$ cat config.mk
export PLATFORM = sky130hd
export DESIGN_NAME = alu_seq
export DESIGN_NICKNAME = d
export VERILOG_FILES = /design/src/rtl/alu_seq.sv
export SDC_FILE = /design/constraint.sdc
export NUM_CORES = 1
export LEC_CHECK = 0
export CAP_MARGIN = 15
export CORE_ASPECT_RATIO = 0.8
export CORE_MARGIN = 4
export CORE_UTILIZATION = 41
export DETAILED_ROUTE_END_ITERATION = 7
export GPL_TIMING_DRIVEN = 0
export PLACE_DENSITY = 0.87
export SLEW_MARGIN = 10
export SYNTH_ARGS = -nofsm -noshare
export SYNTH_HDL_FRONTEND = slang
export SYNTH_SLANG_ARGS = --single-unit
$ cat constraint.sdc
create_clock -name wclk -period 3.57 [get_ports wclk]
set_clock_uncertainty 0.1 [all_clocks]
set_input_delay 0.714 -clock wclk [delete_from_list [all_inputs] [get_ports wclk]]
set_output_delay 0.714 -clock wclk [all_outputs]
set_load 0.1 [all_outputs]
$ cat src/rtl/alu_seq.sv
// alu_seq: control-side sequencer for the 8-bit ALU.
// Decodes an ALU instruction byte {1, op[2:0], ra[1:0], rb[1:0]} and runs
// three execute steps: S4 loads TMP from RB, S5 drives the ALU and loads ACC
// and the flags, and S6 writes ACC back to RB. CMP (op=111) skips the write-back.
// It owns the {C, A, E, Z} flags register.
// Optional feature macro: ALU_SEQ_CLF_EN adds CLF (bir[7:4]=0110), which
// clears the flags from IDLE and pulses wdone once.
module alu_seq #(
    parameter int NREG = 4
) (
    input  logic            wclk,
    input  logic            wrst_n,
    input  logic            wstart,
    input  logic [7:0]      bir,
    input  logic            wco,
    input  logic            walo,
    input  logic            weqo,
    input  logic            wz,
    output logic [2:0]      bops,
    output logic            wci,
    output logic [NREG-1:0] bena_reg,
    output logic [NREG-1:0] bset_reg,
    output logic            wset_tmp,
    output logic            wset_acc,
    output logic            wena_acc,
    output logic            wbusy,
    output logic            wdone,
    output logic [3:0]      bflags
);

    typedef enum logic [1:0] {IDLE, S4, S5, S6} state_t;

    localparam logic [2:0] OP_CMP = 3'b111;

    state_t     state, state_nxt;
    logic [2:0] op;
    logic [1:0] ra, rb;
    logic       accept;
    logic       clf_done;

    function automatic logic [NREG-1:0] onehot(input logic [1:0] idx);
        logic [NREG-1:0] v;
        v = '0;
        v[idx] = 1'b1;
        return v;
    endfunction

    assign accept = (state == IDLE) && wstart && bir[7];

    // State register; synchronous reset returns to IDLE and aborts any instruction.
    // NOTE: sequential state always uses non-blocking assignments so every
    // flop samples pre-edge values regardless of block ordering.
    always_ff @(posedge wclk) begin
        if (!wrst_n) state <= IDLE;
        else         state <= state_nxt;
    end

    // Latch the decoded instruction fields on accept; they hold until the next accept.
    // NOTE: these fields carry no reset because they are only read in S4-S6,
    // which can be reached only through an accept that loads them.
    always_ff @(posedge wclk) begin
        if (accept) begin
            op <= bir[6:4];
            ra <= bir[3:2];
            rb <= bir[1:0];
        end
    end

`ifdef ALU_SEQ_CLF_EN
    logic clf_hit;
    assign clf_hit = (state == IDLE) && wstart && (bir[7:4] == 4'b0110);

    // Flags capture the ALU outputs at the end of S5; CLF clears them from IDLE.
    always_ff @(posedge wclk) begin
        if (!wrst_n)          bflags <= 4'b0000;
        else if (state == S5) bflags <= {wco, walo, weqo, wz};
        else if (clf_hit)     bflags <= 4'b0000;
    end

    // One-cycle done pulse following an accepted CLF.
    always_ff @(posedge wclk) begin
        if (!wrst_n) clf_done <= 1'b0;
        else         clf_done <= clf_hit;
    end
`else
    // Flags capture the ALU outputs at the end of S5.
    always_ff @(posedge wclk) begin
        if (!wrst_n)          bflags <= 4'b0000;
        else if (state == S5) bflags <= {wco, walo, weqo, wz};
    end

    assign clf_done = 1'b0;
`endif

    // Next-state logic and strobes decoded from the state and the latched fields.
    // NOTE: every output gets a default before the case so that no path leaves
    // a signal unassigned and infers a latch.
    always_comb begin
        state_nxt = state;
        bops      = 3'b000;
        wci       = 1'b0;
        bena_reg  = '0;
        bset_reg  = '0;
        wset_tmp  = 1'b0;
        wset_acc  = 1'b0;
        wena_acc  = 1'b0;
        wbusy     = 1'b0;
        wdone     = 1'b0;
        case (state)
            IDLE: begin
                if (accept) state_nxt = S4;
                wdone = clf_done;
            end
            S4: begin
                bena_reg  = onehot(rb);
                wset_tmp  = 1'b1;
                wbusy     = 1'b1;
                state_nxt = S5;
            end
            S5: begin
                bena_reg  = onehot(ra);
                bops      = op;
                wci       = bflags[3];
                wset_acc  = 1'b1;
                wbusy     = 1'b1;
                state_nxt = S6;
            end
            S6: begin
                wena_acc  = 1'b1;
                wbusy     = 1'b1;
                wdone     = 1'b1;
                bset_reg  = (op == OP_CMP) ? '0 : onehot(rb);
                state_nxt = IDLE;
            end
            default: state_nxt = IDLE;
        endcase
    end

endmodule

==> impl_metrics.json, run 1 <==
{
  "place_congestion": 0.712,
  "rows": 13,
  "rrSetupSlack_ns": 2.10,
  "grt_pass1_vias": 599,
  "nets": 122,
  "utilization": 0.702,
  "yosys_warnings": 0,
  "arrival_ns": 2.64,
  "synthMuxAreaShare": 0.0835,
  "power_w": 0.000957,
  "slowest_delay_ns": 1.13,
  "synth_area_sq_um": 719,
  "port_buffers": 35,
  "worstPathMaxFanout": 10,
  "track_usage": 0.157,
  "ir_drop_mv": 0.680,
  "die_w_microns": 54.8,
  "start_kind": "flop",
  "start_util": 0.438,
  "synthAdderAreaFrac": 0.104,
  "dp_hpwl_mm": 1.40,
  "ant_nets": 0,
  "synth-seq-cells": 13,
  "reg2reg_to": "op[0]$_DFFE_PP_",
  "die_area_sq_um": 2490,
  "cts_buffers": 3,
  "grt_overflow": 0,
  "place_ws_ns": 0.416,
  "antenna_found_initial": 0,
  "tightest_slew_ns": 0.980,
  "cp-end-kind": "primary output",
  "ctsHtreeMaxLevel": 1,
  "ys_seq_area_frac": 0.459,
  "relSlewSlack": 0.345,
  "cts-root-buf": "clkbuf_4",
  "finalSetupTns_ns": 0,
  "critPathSlowestCell": "clkdlybuf4s50_1",
  "viasPerCell": 4.98,
  "synth_simple_gate_area_frac": 0.247,
  "hold_depth": 2,
  "coreArea_sq_um": 1640,
  "dr.pass1.iters": 4,
  "syn-num-nets": 82,
  "netlist_instances": 61,
  "hold_viol_final": 0,
  "cts.clk_slew.worst_paths_ns": 0.08,
  "grt_max_degree": 11,
  "yosysTopAreaCell": "edfxtp_1",
  "crit_type": "flop to primary output",
  "r2r-start": "state[1]$_SDFFE_PN0P_",
  "routed_wl_mm": 1.67,
  "post_drt_wl_per_cell_microns": 13.7,
  "synth_top_family_by_area": "simple AND/OR/NAND/NOR gates",
  "period_minus_slack_ns": 3.45,
  "io_pins": 36,
  "finalWorstSetupSlack_ns": 0.118,
  "critPathTopFamily": "buffers and inverters",
  "worstHoldEndpoint": "state[0]$_SDFFE_PN0P_",
  "drive_above_1_share": 0.170,
  "cts_tree": "built",
  "r2r_cells": 3,
  "diodes": 0,
  "ctsResizeCount": 0,
  "drt_iter0_drc": 8,
  "drc": 0,
  "period_share": 0.967,
  "cp_cell_sequence": "inv_1, ha_1, buf_6, nor3b_2, o21a_1, clkdlybuf4s50_1",
  "status": "completed",
  "avgSynthCellArea_sq_um": 11.8,
  "final_common_cell": "clkdlybuf4s50_1",
  "ctsHoldBuffers": 0,
  "grt_pass1_wl_mm": 2.77,
  "fmax_mhz": 290,
  "post_cts_buffers": 0,
  "clock-sinks": 13,
  "synth.distinct_cells": 22,
  "hp-start": "state[0]$_SDFFE_PN0P_",
  "power-per-cell-area_nw_per_um2": 830,
  "vias": 608,
  "clockBufferDepth": 2,
  "setup_violations": 0,
  "die_h_microns": 45.5,
  "hold_class": "flop to flop",
  "insertion_delay_ns": 0.27,
  "synth_top_cell_area_share": 0.292,
  "maxSlewViolCount": 0,
  "synthXorXnorAreaFrac": 0,
  "rsz0062_at_grt": "no",
  "final_cell_mix": "clkdlybuf4s50_1, edfxtp_1, mux2i_1, ha_1, dfxtp_1",
  "p_leak_nw": 0.411,
  "cap_violations": 0,
  "worst-endpoint-required_ns": 2.76,
  "synth-compound-area-share": 0.0643,
  "path_buf_inv": 3,
  "area_delta_synth_final_pct": 60.3,
  "synthTopCellsByArea": "edfxtp_1, dfxtp_1, ha_1, mux2i_1, and2_2"
}
[per-stage QoR]
step / area [sq um] / cells / hold WS (ns)
final: 1150 / 122 / 0.410
after floorplan: 749 / 61 / 0.372
after CTS: 1150 / 122 / 0.418
after global placement: 1130 / 118 / 0.390
after global routing: 1150 / 122 / 0.444
after detailed placement: 1130 / 118 / 0.407
[sequential cells by signal, summed over array words and instances, names as in the netlist]
name / flops
bflags: 4
op: 3
ra: 2
rb: 2
state: 2
[worst max-delay path by stage]
stage                        endpoint  slack, ns             startpoint  depth (start not counted)
after floorplan           bset_reg[1]      -0.44  state[1]$_SDFFE_PN0P_                          2
after global placement    bena_reg[0]       0.46  state[0]$_SDFFE_PN0P_                          6
after detailed placement  bena_reg[0]       0.42  state[0]$_SDFFE_PN0P_                          6
after CTS                 bena_reg[0]       0.09  state[0]$_SDFFE_PN0P_                          6
after global routing      bena_reg[0]      0.009  state[0]$_SDFFE_PN0P_                          6
final                     bena_reg[0]       0.12  state[0]$_SDFFE_PN0P_                          6
[synthesized netlist by cell type (all sizes together)]
cell type,instances
inv,3
and2,4
nor4b,1
nor2b,4
and3,2
buf,2
edfxtp,7
nand3b,4
ha,6
o21ai,1
nor4bb,2
dfxtp,6
and4b,1
o21a,1
a21boi,4
nand3,2
nand2,3
mux2i,6
nor3b,2
[power by group]
part	internal (W)	switching (W)
clock network	0.0000433	0.0000455
registers	0.000191	0.0000281
logic	0.000188	0.000461
[layer usage]
layer	GRT usage	vias to the layer above	routed length [microns]
met5	0	-	0
met4	0.0896	0	44
met3	0.00984	4	93
met2	0.262	21	844
met1	0.199	288	690
li1	-	295	-
[final cells by class]
| cell class | count | area (sq um) |
|---|---|---|
| fill | 120 | 489 |
| multi-input combinational | 43 | 389 |
| timing repair buffer | 35 | 350 |
| sequential | 13 | 330 |
| tap | 22 | 27.5 |
| clock buffer | 4 | 26.3 |
| buffer | 2 | 18.8 |
| inverter | 3 | 11.3 |
[worst min-delay path, stage by stage (launching register included)]
cell and delay (ns):
dfxtp_1 0.34, nand2_1 0.06, mux2i_1 0.06
[cell families (layout without fill, tap and decap cells)]
group,Yosys count,in the layout
buffers and inverters,5,44
AND/OR/NAND/NOR,25,25
flip-flops,13,13
AO/OA/AOI/OAI,6,6
multiplexers,6,6
adder cells (fa/ha/maj),6,6
Note: power is estimated with default switching activity, not from simulation.
==> inputs of run 2 (changes only) <==
--- a/config.mk
+++ b/config.mk
@@ -6,12 +6,13 @@
 export NUM_CORES = 1
 export LEC_CHECK = 0
 export CAP_MARGIN = 15
-export CORE_ASPECT_RATIO = 0.8
 export CORE_MARGIN = 4
-export CORE_UTILIZATION = 41
+export CORE_UTILIZATION = 50
+export CTS_CLUSTER_DIAMETER = 200
 export DETAILED_ROUTE_END_ITERATION = 7
+export DONT_BUFFER_PORTS = 1
 export GPL_TIMING_DRIVEN = 0
-export PLACE_DENSITY = 0.87
+export PLACE_DENSITY = 0.7
 export SLEW_MARGIN = 10
 export SYNTH_ARGS = -nofsm -noshare
 export SYNTH_HDL_FRONTEND = slang
==> impl_metrics.json, run 2 (synthesis results as in run 1) <==
{
  "period_share": 0.892,
  "cts_tree": "built",
  "period_minus_slack_ns": 3.19,
  "rows": 13,
  "crit_type": "flop to primary output",
  "cts-root-buf": "clkbuf_4",
  "drive_above_1_share": 0.324,
  "tightest_slew_ns": 0.989,
  "path_buf_inv": 1,
  "cap_violations": 0,
  "track_usage": 0.140,
  "largest_registers": "bflags: 4 flops, op: 3 flops",
  "grt_overflow": 0,
  "multiInputGateArea_sq_um": 443,
  "grt_max_degree": 11,
  "ctsHtreeMaxLevel": 1,
  "diodes": 0,
  "place_ws_ns": 0.258,
  "port_buffers": 0,
  "final_cell_mix": "edfxtp_1, mux2i_1, dfxtp_1",
  "die_area_sq_um": 2110,
  "vias": 472,
  "rsz0062_at_grt": "no",
  "critPathSlowestCell": "o21a_1",
  "nets": 90,
  "grt_pass1_wl_mm": 2.00,
  "setup_violations": 0,
  "hold_viol_final": 0,
  "status": "completed",
  "cp_cell_sequence": "inv_1, ha_2, nor3b_1, o21a_1",
  "hold_class": "flop to flop",
  "clock-sinks": 13,
  "cp-end-kind": "primary output",
  "relSlewSlack": 0.341,
  "grt_pass1_vias": 457,
  "worstPathMaxFanout": 5,
  "slowest_delay_ns": 0.77,
  "start_kind": "flop",
  "critPathTopFamily": "compound AO/OA/AOI/OAI gates",
  "fmax_mhz": 314,
  "final_common_cell": "edfxtp_1",
  "start_util": 0.539,
  "io_pins": 36,
  "clockBufferDepth": 2,
  "finalWorstSetupSlack_ns": 0.384,
  "area_delta_synth_final_pct": 24.2,
  "drc": 0,
  "viasPerCell": 5.69,
  "dp_hpwl_mm": 1.08,
  "largest_reg_flops": 4,
  "maxSlewViolCount": 0,
  "die_h_microns": 45.9,
  "arrival_ns": 2.37,
  "nFillCells": 101,
  "routed_wl_mm": 1.35,
  "antenna_found_initial": 0,
  "cts.clk_slew.worst_paths_ns": 0.07,
  "worst-endpoint-required_ns": 2.76,
  "top_register": "bflags",
  "seq_area_sq_um": 330,
  "drt_iter0_drc": 5,
  "cts_buffers": 3,
  "place_congestion": 0.798,
  "die_w_microns": 45.9,
  "coreArea_sq_um": 1330,
  "post_cts_buffers": 0,
  "post_drt_wl_per_cell_microns": 16.2,
  "ant_nets": 0,
  "insertion_delay_ns": 0.26,
  "dr.pass1.iters": 2
}
==> run 2: changes by cell type in the layout (fill, tap and decap cells not counted), sizes merged <==
cell	delta
clkdlybuf4s50	-35
buf	+3
==> run 2: what timing repair did <==
action                     CTS  global route
setup endpoints to repair    3             2
pin swaps                    0             0
gates resized for setup      3             2
hold buffers                 0             0
==> run 2: worst min-delay path, stage by stage (launching register included) <==
cell and delay (ns):
dfxtp_1 0.35, nand2_1 0.07, mux2i_1 0.06
==> run 2: per-stage QoR <==
| stage | instances | util | area [sq um] | TNS, ns | hold slack [ns] |
|---|---|---|---|---|---|
| global placement | 76 | 0.576 | 768 | -1.52 | 0.389 |
| floorplan | 61 | - | 749 | -1.18 | 0.372 |
| detailed placement | 79 | 0.629 | 840 | 0 | 0.400 |
| CTS | 83 | 0.666 | 888 | 0 | 0.412 |
| global route | 83 | 0.670 | 893 | 0 | 0.415 |
| finish | 83 | 0.670 | 893 | 0 | 0.419 |
==> run 2: path summary, 6_finish.rpt <==
kind	from	to	slack (ns)	cells after the start
max reg2reg	state[0]$_SDFFE_PN0P_	state[0]$_SDFFE_PN0P_	1.78	4
max	state[1]$_SDFFE_PN0P_	bena_reg[0]	0.38	4
min	state[0]$_SDFFE_PN0P_	state[0]$_SDFFE_PN0P_	0.42	2
min reg2reg	state[0]$_SDFFE_PN0P_	state[0]$_SDFFE_PN0P_	0.42	2
==> run 2: area by class of cell <==
type                            count  area share
Buffer                              2      0.0210
Timing Repair Buffer                3      0.0504
Multi-Input combinational cell     43       0.496
Clock buffer                        4      0.0294
Sequential cell                    13       0.370
Tap cell                           15      0.0210
Inverter                            3      0.0126
==> run 2: layer usage <==
layer / share of wire / GRT usage
met2: 0.50 / 0.228
met1: 0.40 / 0.165
met5: 0 / 0
met4: 0.0089 / 0.0511
met3: 0.086 / 0.0514
Power of run 2 is not shown: default switching activity piles up to over one toggle a cycle in this logic, so the estimate is an artifact.
==> inputs of run 3 (changes only) <==
--- a/config.mk
+++ b/config.mk
@@ -12,7 +12,6 @@
 export DETAILED_ROUTE_END_ITERATION = 7
 export DONT_BUFFER_PORTS = 1
 export GPL_TIMING_DRIVEN = 0
-export PLACE_DENSITY = 0.7
 export SLEW_MARGIN = 10
 export SYNTH_ARGS = -nofsm -noshare
 export SYNTH_HDL_FRONTEND = slang
==> impl_metrics.json, run 3 (synthesis results as in run 1) <==
{
  "status": "completed",
  "tightest_slew_ns": 1.16,
  "grt_overflow": 0,
  "drive_above_1_share": 0.324,
  "hp-start": "state[1]$_SDFFE_PN0P_",
  "critPathTopFamily": "simple AND/OR/NAND/NOR gates",
  "finalWorstSetupSlack_ns": 0.129,
  "cts.clk_slew.worst_paths_ns": 0.07,
  "cp_cell_sequence": "ha_1, and4b_1",
  "period_minus_slack_ns": 3.44,
  "period_share": 0.964,
  "grt_max_degree": 11,
  "start_kind": "flop",
  "arrival_ns": 2.63,
  "met2WireLength_microns": 586,
  "die_area_sq_um": 2110,
  "fmax_mhz": 291,
  "critPathSlowestCell": "and4b_1",
  "insertion_delay_ns": 0.26,
  "final_cell_mix": "edfxtp_1, mux2i_1, dfxtp_1",
  "cts_buffers": 3,
  "io_pins": 36,
  "relSlewSlack": 0.229,
  "grt_pass1_wl_mm": 2.17,
  "die_h_microns": 45.9,
  "hold_depth": 2,
  "wl_met1_microns": 572,
  "grt_pass1_vias": 487,
  "r2r-start": "state[0]$_SDFFE_PN0P_",
  "largest_reg_flops": 4,
  "dr.pass1.iters": 3,
  "top_register": "bflags",
  "final_common_cell": "edfxtp_1",
  "top_layer": "met4",
  "worstHoldEndpoint": "state[1]$_SDFFE_PN0P_",
  "reg2reg_to": "state[0]$_SDFFE_PN0P_",
  "maxSlewViolCount": 0,
  "dp_hpwl_mm": 1.11,
  "worst-endpoint-required_ns": 2.76,
  "nets": 90,
  "ant_nets": 0,
  "post_cts_buffers": 0,
  "setup_violations": 0,
  "port_buffers": 0,
  "hold_viol_final": 0,
  "cts-root-buf": "clkbuf_4",
  "ctsHoldBuffers": 0,
  "antenna_found_initial": 0,
  "path_buf_inv": 0,
  "rsz0062_at_grt": "no",
  "start_util": 0.539,
  "clockBufferDepth": 2,
  "r2r_cells": 4,
  "hold_class": "flop to flop",
  "diodes": 0,
  "worstPathMaxFanout": 6,
  "vias": 485,
  "crit_type": "flop to primary output",
  "largest_registers": "bflags: 4 flops, op: 3 flops",
  "area_delta_synth_final_pct": 24.0,
  "viasPerCell": 5.84,
  "track_usage": 0.142,
  "slowest_delay_ns": 1.00,
  "die_w_microns": 45.9,
  "place_congestion": 0.759,
  "ctsHtreeMaxLevel": 1,
  "nFillCells": 98,
  "routed_wl_mm": 1.34,
  "clock-sinks": 13,
  "place_ws_ns": 0.234,
  "cap_violations": 0,
  "rows": 13,
  "drt_iter0_drc": 3,
  "post_drt_wl_per_cell_microns": 16.1,
  "cp-end-kind": "primary output",
  "coreArea_sq_um": 1330,
  "rrSetupSlack_ns": 1.71,
  "drc": 0,
  "cts_tree": "built",
  "dr_wl_met3_microns": 173
}
-- run 3: cell types whose count changed in the layout (fill, tap and decap cells not counted), sizes merged --
cell	before	now
clkbuf	4	3
clkinv	0	1
-- run 3: final cells by class --
class	instances	area (sq um)	area share
flip-flops and latches	13	330	0.370
clock inverters	1	5.00	0.00561
inverters	3	11.3	0.0126
repair buffers	3	45.0	0.0505
clock buffers	3	22.5	0.0252
well taps	15	18.8	0.0210
plain buffers	2	18.8	0.0210
multi-input cells	43	440	0.494
-- run 3: metrics by stage --
stage | instance area (sq um) | TNS [ns] | hold slack, ns | utilization | std cells
final | 892 | 0 | 0.420 | 0.669 | 83
after global routing | 892 | 0 | 0.416 | 0.669 | 83
after CTS | 890 | 0 | 0.424 | 0.667 | 83
after detailed placement | 840 | 0 | 0.412 | 0.629 | 79
after global placement | 768 | -1.48 | 0.386 | 0.576 | 76
after floorplan | 749 | -1.18 | 0.372 | - | 61
-- run 3: metal layers --
metal,global-route usage,vias to the layer above
li1,-,233
met4,0.0455,0
met2,0.212,32
met1,0.175,218
met3,0.0751,2
met5,0,-
-- run 3: worst max-delay path by stage --
| stage | startpoint | to | slack [ns] | depth (start not counted) |
|---|---|---|---|---|
| floorplan | state[1]$_SDFFE_PN0P_ | bset_reg[1] | -0.44 | 2 |
| global placement | state[1]$_SDFFE_PN0P_ | bset_reg[1] | -0.54 | 2 |
| detailed placement | state[1]$_SDFFE_PN0P_ | bena_reg[2] | 0.23 | 4 |
| CTS | state[1]$_SDFFE_PN0P_ | bena_reg[0] | 0.04 | 4 |
| global route | state[1]$_SDFFE_PN0P_ | bset_reg[3] | 0.05 | 2 |
| finish | state[1]$_SDFFE_PN0P_ | bset_reg[3] | 0.13 | 2 |
-- run 3: timing repair --
action	CTS	global route
endpoints found under the setup margin	3	1
gates resized for setup	3	1
pin swaps	0	0
-- run 3: worst reg2reg max path, cell delays in order, from the launching register on --
cell and delay [ns]:
dfxtp_1 0.34, inv_1 0.13, ha_1 0.83, o21ai_0 0.21, mux2i_1 0.17
Power of run 3 is left out for the same reason.
